File: src/rtl/bus_pkg.sv
// Shared types and constants for the tri-state bus receive endpoint.
package bus_pkg;
  typedef enum logic [1:0] {
    IDLE     = 2'd0,
    ACK      = 2'd1,
    WAIT_LOW = 2'd2
  } state_t;

  localparam int FIFO_DEPTH = 2;
  localparam int CNT_W      = 16;
endpackage

File: src/rtl/sync_ff.sv
// Single-bit multi-flop synchronizer, reset to 0; latency STAGES edges, no backpressure.
module sync_ff #(
  parameter int STAGES = 2
) (
  input  logic clk,
  input  logic rst_n,
  input  logic d,
  output logic q
);
  logic [STAGES-1:0] chain;

  always_ff @(posedge clk or negedge rst_n) begin
    if (!rst_n) chain <= '0;
    else        chain <= {chain[STAGES-2:0], d};
  end

  assign q = chain[STAGES-1];
endmodule

File: src/rtl/bus_reader.sv
// Tri-state bus receiver: 4-phase stb/ack capture into a 2-deep FIFO, SYNC_STAGES+1 edge ack latency.
// A full FIFO holds off capture by withholding bus_ack; a strobe stuck high past TIMEOUT aborts the handshake.
module bus_reader
  import bus_pkg::*;
#(
  parameter int WIDTH       = 8,
  parameter int SYNC_STAGES = 2,
  parameter int TIMEOUT     = 255
) (
  input  logic             clk,
  input  logic             rst_n,
  input  logic [WIDTH-1:0] bus_data,
  input  logic             bus_stb,
  output logic             bus_ack,
  output logic [WIDTH-1:0] out_data,
  output logic             out_valid,
  input  logic             out_ready,
  output logic             timeout_err,
  input  logic             clr_err,
  output logic [CNT_W-1:0] word_cnt
);
  localparam logic [15:0] TIMER_LAST = 16'(TIMEOUT - 1);

  logic             stb_s;
  state_t           state_q, state_d;
  logic             ack_q, ack_d;
  logic [15:0]      timer_q, timer_d;
  logic             push, pop, set_err;
  logic             err_q;
  logic [CNT_W-1:0] cnt_q;

  logic [WIDTH-1:0] mem [FIFO_DEPTH];
  logic             wr_ptr, rd_ptr;
  logic [1:0]       count_q;

  sync_ff #(.STAGES(SYNC_STAGES)) u_stb_sync (
    .clk   (clk),
    .rst_n (rst_n),
    .d     (bus_stb),
    .q     (stb_s)
  );

  assign pop = (count_q != 2'd0) && out_ready;

  always_comb begin
    state_d = state_q;
    ack_d   = ack_q;
    timer_d = timer_q;
    push    = 1'b0;
    set_err = 1'b0;
    case (state_q)
      IDLE: begin
        // Capture depends on the registered count only; a same-cycle pop does not free a slot.
        if (stb_s && (count_q < 2'(FIFO_DEPTH))) begin
          push    = 1'b1;
          ack_d   = 1'b1;
          timer_d = '0;
          state_d = ACK;
        end
      end
      ACK: begin
        if (!stb_s) begin
          ack_d   = 1'b0;
          state_d = IDLE;
        end else if (timer_q == TIMER_LAST) begin
          set_err = 1'b1;
          ack_d   = 1'b0;
          state_d = WAIT_LOW;
        end else begin
          timer_d = timer_q + 16'd1;
        end
      end
      WAIT_LOW: begin
        if (!stb_s) state_d = IDLE;
      end
      default: begin
        ack_d   = 1'b0;
        state_d = IDLE;
      end
    endcase
  end

  always_ff @(posedge clk or negedge rst_n) begin
    if (!rst_n) begin
      state_q <= IDLE;
      ack_q   <= 1'b0;
      timer_q <= '0;
      err_q   <= 1'b0;
      cnt_q   <= '0;
    end else begin
      state_q <= state_d;
      ack_q   <= ack_d;
      timer_q <= timer_d;
      if (set_err)      err_q <= 1'b1;
      else if (clr_err) err_q <= 1'b0;
      if (push) cnt_q <= cnt_q + 1'b1;
    end
  end

  always_ff @(posedge clk or negedge rst_n) begin
    if (!rst_n) begin
      for (int i = 0; i < FIFO_DEPTH; i++) mem[i] <= '0;
      wr_ptr  <= 1'b0;
      rd_ptr  <= 1'b0;
      count_q <= 2'd0;
    end else begin
      if (push) begin
        mem[wr_ptr] <= bus_data;
        wr_ptr      <= wr_ptr + 1'b1;
      end
      if (pop) rd_ptr <= rd_ptr + 1'b1;
      case ({push, pop})
        2'b10:   count_q <= count_q + 2'd1;
        2'b01:   count_q <= count_q - 2'd1;
        default: count_q <= count_q;
      endcase
    end
  end

  assign bus_ack     = ack_q;
  assign out_data    = mem[rd_ptr];
  assign out_valid   = (count_q != 2'd0);
  assign timeout_err = err_q;
  assign word_cnt    = cnt_q;
endmodule

File: config.mk
export PLATFORM = sky130hd
export DESIGN_NAME = bus_reader
export DESIGN_NICKNAME = d
export VERILOG_FILES = /design/src/rtl/bus_pkg.sv /design/src/rtl/sync_ff.sv /design/src/rtl/bus_reader.sv
export SDC_FILE = /design/constraint.sdc
export NUM_CORES = 1
export LEC_CHECK = 0
export ABC_AREA = 1
export CAP_MARGIN = 15
export CORE_AREA = 2 2 79 81
export CTS_CLUSTER_SIZE = 20
export DETAILED_ROUTE_END_ITERATION = 16
export DIE_AREA = 0 0 81 83
export GPL_ROUTABILITY_DRIVEN = 0
export GPL_TIMING_DRIVEN = 0
export MAX_ROUTING_LAYER = met4
export PLACE_DENSITY_LB_ADDON = 0.15
export SYNTH_ARGS = -nofsm -noshare
export SYNTH_HDL_FRONTEND = slang
export SYNTH_HIERARCHICAL = 1
export SYNTH_SLANG_ARGS = --single-unit
File: constraint.sdc
create_clock -name clk -period 2.15 [get_ports clk]
set_input_delay 0.3225 -clock clk [delete_from_list [all_inputs] [get_ports clk]]
set_output_delay 0.3225 -clock clk [all_outputs]
set_load 0.01 [all_outputs]
## Word-level counts from Yosys, hierarchy flattened

Cells that the tools add are included.

- Register bits after elaboration: 58
- Bits of input ports: 13
- Output and inout port bits: 27
- Word-level logic and storage cells: 72

- Add/sub/neg operators: 6
- $lt $le $gt $ge: 4
- Equal/unequal tests: 10
- Multiplexer cells: 27
- Bitwise logic cells: 3
- Reduce and logical (&&, ||, !) cells: 11

Operators by type and width:

| operator | number |
|---|---|
| 16-bit two-way mux | 3 |
| 16-bit by 1-bit adder with 16-bit output (second input constant) | 2 |
| 8-bit two-way mux | 4 |
| 16-bit one-hot mux with 2 select lines | 1 |
| 16-bit bitwise mux | 1 |
| 16-bit by 8-bit == test with 1-bit output (second input constant) | 1 |
| 1-bit two-way mux | 10 |
| 8-bit demux with 1-bit select | 1 |
| 2-bit two-way mux | 4 |
| 2-bit nonzero test | 4 |
| 2-bit inequality test (second input constant) | 3 |
| 2-bit one-hot mux with 3 select lines | 1 |
| 3-bit AND reduction | 2 |
| 2-bit by 1-bit == test with 1-bit output (second input constant) | 2 |
| 2-bit == test (second input constant) | 2 |
| 2-bit >= comparator (second input constant) | 2 |
| 1-bit inverter with 2-bit output | 2 |
| 2-bit one-hot mux with 2 select lines | 1 |
| 4-bit AND reduction | 1 |
| 1-bit logical AND | 3 |
| 3-bit inequality test (second input constant) | 1 |
| 1-bit one-hot mux with 3 select lines | 1 |
| 1-bit adder (second input constant) | 2 |
| 2-bit by 1-bit adder with 2-bit output (second input constant) | 1 |
| 6 further kinds | 6 |

## Depth between registers and ports, before layout

Gate-level depths: netlist of the first run.

- Depth after elaboration: 6
- Depth in mapped cells: 9
- Mapped depth without buffers: 9

## By module

Netlist of the first run, hierarchy kept.

Modules (own cells, without submodules):

| module | times used | cells each | area an instance (µm²) | seq. area each (µm²) |
|---|---|---|---|---|
| bus_reader | 1 | 390 | 3,007.9 | 1,401.3 |
| sync_ff | 1 | 2 | 50.0 | 50.0 |

## Worst setup path after synthesis of the first run

No wires, ideal clock.

- Kind: reg-to-reg
- From: register count_q[1]
- To: register count_q[1]
- Library setup time: 0.124 ns
- Arrival time: 1.500 ns
- Data required time: 2.026 ns
- Slack: 0.525 ns
- Stages on the path, launching flop included: 8
- Path buffers: 0
- Clock period less this slack: 1.625 ns
- Cells stage by stage: dfrtp_1 or2_2 nand2_1 inv_1 ha_1 a21oi_1 o21ai_0 xnor2_1

- Elaborated cells on any way between the ends: 12
- Classes of those cells: add/sub: 2; order compare: 1; eq/ne: 2; mux: 3; reduce/logical: 4

RTL lines:

| item | RTL line | text |
|---|---|---|
| start: declaration | bus_reader.sv:34 | `logic [1:0] count_q;` |
| start signal: assignment | bus_reader.sv:113 | `2'b10: count_q <= count_q + 2'd1;` |
| start signal: assignment | bus_reader.sv:114 | `2'b01: count_q <= count_q - 2'd1;` |
| start signal: assignment | bus_reader.sv:115 | `default: count_q <= count_q;` |
| 2-bit nonzero test (*) | - |  |
| named net out_valid | bus_reader.sv:16 | `output logic out_valid,` |
| 1-bit logical AND (*) | bus_reader.sv:43 | `assign pop = (count_q != 2'd0) && out_ready;` |
| named net pop | bus_reader.sv:28 | `logic push, pop, set_err;` |
| 2-bit by 1-bit == test with 1-bit output or 2-bit == test (tied branches) | bus_reader.sv:112 | `case ({push, pop})` |
| 2-bit one-hot mux with 2 select lines or 2-bit nonzero test (tied branches) | - |  |

Mark *: on every way through the listed nets, which the timed path passes. The rest lies on a longest branch.
A chain may end at the register's enable or synchronous reset.

## Final worst setup path of the first run

- From: register rd_ptr
- To: output out_data[1]

- Cells in the longest elaborated chain, start to end: 4

RTL lines:

| item | RTL line | text |
|---|---|---|
| start: declaration | bus_reader.sv:33 | `logic wr_ptr, rd_ptr;` |
| start signal: assignment | bus_reader.sv:111 | `if (pop) rd_ptr <= rd_ptr + 1'b1;` |
| 1-bit inverter with 2-bit output (implied by the code) | bus_reader.sv:121 | `assign out_data = mem[rd_ptr];` |
| 8-bit two-way mux (implied by the code) (3 in a row) | bus_reader.sv:121 |  |
| end: declaration | bus_reader.sv:15 | `output logic [WIDTH-1:0] out_data,` |

No other way between the ends. The select of a mux whose other input is x is not followed.

==> results of run 1 <==
critical path, stage by stage, from the launching register on:
cell and delay [ns]:
dfrtp_2 0.49, clkinv_2 0.15, nand2_1 0.06, nand2_1 0.08, clkdlybuf4s50_1 0.54
final cells by class:
type / instances / area, um2
Clock inverter: 3 / 42.54
Multi-Input combinational cell: 284 / 1394
Timing Repair Buffer: 41 / 415.4
Inverter: 44 / 166.4
Tap cell: 75 / 93.84
Sequential cell: 58 / 1453
Fill cell: 519 / 2069
Clock buffer: 10 / 137.6
Buffer: 5 / 43.79
cell usage in the layout (no fill, tap or decap), types with 2 or more instances in the layout:
cell             count
nor3_1               4
nand4_1              8
nand3_1             25
ha_1                 4
clkinv_2             2
nor2_1              36
inv_2                3
xor2_1               8
dfrtp_1             57
buf_2                3
nor2_4               2
buf_6                3
nor2_2               4
nand2_1            134
clkdlybuf4s50_1     38
nand2_2              6
or2_2                2
o21ai_2             12
o21ai_0             24
xnor2_1              6
inv_1               40
o21ai_1              3
clkbuf_8            10
routing by layer:
layer	global-route usage, %	vias to the layer above	wire length, um
met5	-	-	0
met2	33.88	53	3069
li1	-	1329	-
met3	3.696	7	235
met1	28.41	1228	3130
met4	8.475	0	94
through the flow:
| stage | TNS, ns | setup slack (ns) | cells | hold slack (ns) | total power (uW) |
|---|---|---|---|---|---|
| after floorplan | 0 | 0.5255 | 392 | 0.02691 | 2423 |
| after global placement | -63.08 | -1.092 | 506 | 0.3372 | 3015 |
| after detailed placement | 0 | 0.1253 | 507 | 0.3209 | 3052 |
| after CTS | 0 | 0.04931 | 520 | 0.3549 | 4021 |
| after global routing | 0 | 0.1166 | 520 | 0.3685 | 4258 |
| final | 0 | 0.1735 | 520 | 0.3528 | 3993 |
cell families (layout without fill, tap and decap cells):
family | Yosys count | count (layout) | share of synthesized area [%]
simple gates | 226 | 226 | 31.92
flops | 58 | 58 | 47.46
buf+inv | 50 | 103 | 6.955
compound gates | 40 | 40 | 8.019
xor+xnor | 14 | 14 | 4.010
fa+ha+maj | 4 | 4 | 1.637
where the power goes:
group / total [uW] / switching [uW] / internal, uW
Clock: 960 / 415 / 545
Sequential: 1600 / 232 / 1370
Combinational: 1430 / 764 / 667
Total: 3990 / 1410 / 2580
registers in the layout, summed over array words and instances, names as in the netlist:
signal	cells
timeout_err	1
count_q	2
word_cnt	16
state_q	2
wr_ptr	1
u_stb_sync/chain	2
mem	16
bus_ack	1
rd_ptr	1
timer_q	16
timing repair:
item | CTS | global route
setup endpoints to repair | 8 | 1
gates resized for setup | 1 | 1
hold endpoints to repair | 20 | 0
hold buffers | 1 | 0
how the worst max path moves through the flow:
stage	from	end	slack, ns	cells past startpoint
after global placement	rst_n	mem[14]$_DFFE_PN0P_	-1.09	1
after floorplan	count_q[1]$_DFFE_PN0P_	count_q[1]$_DFFE_PN0P_	0.53	7
after CTS	rd_ptr$_DFFE_PN0P_	out_data[1]	0.05	4
final	rd_ptr$_DFFE_PN0P_	out_data[1]	0.17	4
after global routing	rd_ptr$_DFFE_PN0P_	out_data[2]	0.12	4
after detailed placement	rd_ptr$_DFFE_PN0P_	out_data[1]	0.13	5
==> metrics, run 1 <==
status finished clean; port buffer count 39; Hold Crit Class reg2reg; diode count 0; post-synthesis cell type count 28; slew margin rel. 66.69%; via density per instance 5.033; CP Launch Type flop; CTS tree built; FF+latch count, synth 58; RR Startpoint count_q[1]$_DFFE_PN0P_; Max VDD drop 589.5 uV; vias after detailed routing 2617; cell count after synthesis 392; Seq/Total Area, Yosys 47.46%; leak pwr 0.001778 uW; cell accounting for the most synthesized area dfrtp_1; top_reg_cell synth dfrtp_1; critical path endpoint category output pin; clock skew 0.008401 ns; Mean Syn Cell Area 7.801 um2; Synth-to-Final Area Change 22.50%; drc violations 0; Worst Hold End u_stb_sync/chain[1]$_DFF_PN0_; Post-Synthesis Cell Area 3058 um2; Power Dens Cells 1066 nW/um2; die height 83 um; DPL Wire Length 4.681 mm; gr usage total 21.82%; largest net degree at the start of global routing 39; final wirelength 6.530 mm; max_cap viols 0; clk buf depth 2; Reg2Reg Depth 7; Synth top area share 47.46%; GRT Residual Overflow 0; share of cells above drive strength 1 12.13%; clk_lat worst skew 0.33 ns; row count 28; cts bufs inserted 9; crit path max fanout 9; crit share post-route 91.93%; largest cells by area after synthesis dfrtp_1 47%, nand2_1 16%, inv_1 4.9%, nor2_1 4.4%, nand3_1 4.1%; core box area 5816 um2; # H-tree levels 3; synth warn 6; antenna violations before repair 0; FFs w/ async S/R, synth 100.0%; top-count cell post-synth nand2_1; final hold vios 0; Hold Crit Depth 0; Design Area, Final 3746 um2; WP data arrival 1.65 ns; Initial Utilization 52.58%; area post-placement 3557 um2; minimum clock period 1.976 ns; drt initial violations 111; number of global-route vias before repair 2524; average routed wire per standard cell 12.56 um; critical path class reg2out; top post-synthesis cells by count 134 x nand2_1, 58 x dfrtp_1, 40 x inv_1; Syn Nets 409; clock root buffer clkbuf_8; worst slew pin tran 0.4997 ns; first-pass GRT wire length 11.16 mm; Worst-path clk slew 0.06 ns; final core occ 64.41%; r2r setup slk 0.39 ns; CTS Sinks 58; critical path data required time 1.83 ns; nets 460; hold_sp u_stb_sync/chain[0]$_DFF_PN0_; drt pass-1 iters 4; fin. max-slew vios 0; RR Endpoint count_q[1]$_DFFE_PN0P_; die width 81 um; final setup vio count 0; I/O pin cnt 40; total setup buffers inserted after CTS 0; Die ar. 6723 um2; ANT nets after route 0; fmax 506.0 MHz; RSZ-0062 raised after global routing false; number of flops mapped to enable cells by yosys 0
No activity file was read; power rests on OpenSTA's default activity.
==> inputs of run 2 (changes only) <==
Settings changed: DONT_BUFFER_PORTS from default to 1.
==> run 2 against run 1 <==
  * Non-clock buffer count is 37 lower
  * Final cell count shrank 6.9%
  * Sequential power about the same
  * Worst hold slack worse by 0.26 ns
  * Combinational power decreased by 24%
  * First-iteration DRC count rose by 63%
  * Wire length decreased by 2.7%
  * Die area is the same
  * Critical endpoint unchanged
  * Largest power group unchanged
  * Count of clock-buffer cells in the layout is 1 higher
  * Critical path depth did not move
  * Register-to-register slack got worse by 0.04 ns
  * Via count down 3.6%
==> metrics, run 2 (synthesis gave the netlist of run 1 again) <==
pre-CTS setup slack 0.3459 ns; ANT nets after route 0; Worst-path clk slew 0.07 ns; final wirelength 6.353 mm; crit-path most repeated cell nand2_1; Design Area, Final 3395 um2; Initial Utilization 52.58%; Synth-to-Final Area Change 11.01%; drc violations 0; row count 28; worst slew pin tran 0.5190 ns; crit path cell chain clkbuf_1 > clkinvlp_4 > nand2_1 > nand2_1; clock skew 0.006460 ns; leak pwr 0.001651 uW; Die ar. 6723 um2; RR Startpoint count_q[1]$_DFFE_PN0P_; Reg2Reg Depth 7; I/O pin cnt 40; Hold Crit Class in2reg; crit share post-route 91.73%; port buffer count 0; WP data arrival 1.65 ns; clk_lat worst skew 0.33 ns; final worst setup slack 0.1778 ns; CP Launch Type flop; Power Dens Cells 1090 nW/um2; antenna violations before repair 0; CTS Sinks 58; die height 83 um; gr usage total 21.68%; critical path data required time 1.83 ns; CTS tree built; clk buf depth 2; critical path endpoint category output pin; hold_sp clr_err; final setup TNS 0 ns; max_cap viols 0; RSZ-0062 raised after global routing false; Worst Setup SP rd_ptr$_DFFE_PN0P_; die width 81 um; Max VDD drop 796.4 uV; average routed wire per standard cell 13.13 um; diode count 0; total setup buffers inserted after CTS 0; final setup vio count 0; commonest non-fill, non-tap cell in the layout nand2_1; crit path max fanout 9; DPL Wire Length 4.551 mm; final core occ 58.37%; core box area 5816 um2; first-pass GRT wire length 11.08 mm; share of cells above drive strength 1 12.96%; critical path class reg2out; final hold vios 0; drt pass-1 iters 6; drt initial violations 181; number of global-route vias before repair 2377; via density per instance 5.213; Hold Crit Depth 1; minimum clock period 1.972 ns; hold_ws 0.09472 ns; clock root buffer clkbuf_8; Crit path largest cell delay 0.41 ns; area post-placement 3152 um2; nets 423; status finished clean; slew margin rel. 65.40%; fmax 507.1 MHz; GRT Residual Overflow 0; cts bufs inserted 9; most frequent cells in the layout 134 x nand2_1, 58 x dfrtp_1, 40 x inv_1; # H-tree levels 3; vias after detailed routing 2523; Crit-path slowest cell clkbuf_1; fin. max-slew vios 0; largest net degree at the start of global routing 59
[run 2: where the power goes]
part | internal (uW) | leakage [uW] | total, uW | switching, uW
registers | 1370 | 0.000757 | 1600 | 234
clock network | 582 | 0.000101 | 1010 | 431
logic | 374 | 0.000793 | 1090 | 713
[run 2: worst max-delay path, delay by kind of cell, from the launching register on]
family	cells	cell delay, ns
buffers and inverters	2	0.77
DFF	1	0.32
and+or+nand+nor	2	0.23
[run 2: repair_timing]
item                                   in CTS  in global routing
hold buffers                                2                  1
setup endpoints to repair                   0                  8
gates resized for setup                     0                  1
endpoints found under the hold margin      58                  1
[run 2: metrics by stage]
stage | power (uW) | instances
after global placement | 2653 | 467
after detailed placement | 2687 | 467
after floorplan | 2423 | 392
after global routing | 3963 | 484
after CTS | 3728 | 483
final | 3700 | 484
[run 2: cell type report]
class / count / area (um2)
Buffer: 6 / 47.55
Clock buffer: 11 / 151.4
Clock inverter: 3 / 40.04
Fill cell: 554 / 2421
Inverter: 44 / 168.9
Multi-Input combinational cell: 284 / 1394
Sequential cell: 58 / 1451
Tap cell: 75 / 93.84
Timing Repair Buffer: 3 / 47.55
[run 2: final timing paths]
path / slack (ns) / endpoint
worst max-delay path: 0.18 / out_data[1]
worst min-delay path: 0.09 / timeout_err$_DFFE_PN0P_
worst max register to register: 0.35 / count_q[1]$_DFFE_PN0P_
worst min register to register: 0.35 / u_stb_sync/chain[1]$_DFF_PN0_
max in group asynchronous: 1.38 / mem[0]$_DFFE_PN0P_
min in group asynchronous: 0.51 / timer_q[3]$_DFFE_PN0P_
[run 2: routing by layer]
layer / vias to the layer above / track usage, % / wire length [um]
met5: - / - / 0
met4: 0 / 5.855 / 75
met3: 11 / 6.087 / 230
met2: 46 / 32.68 / 2992
met1: 1203 / 28.76 / 3055
li1: 1263 / - / -
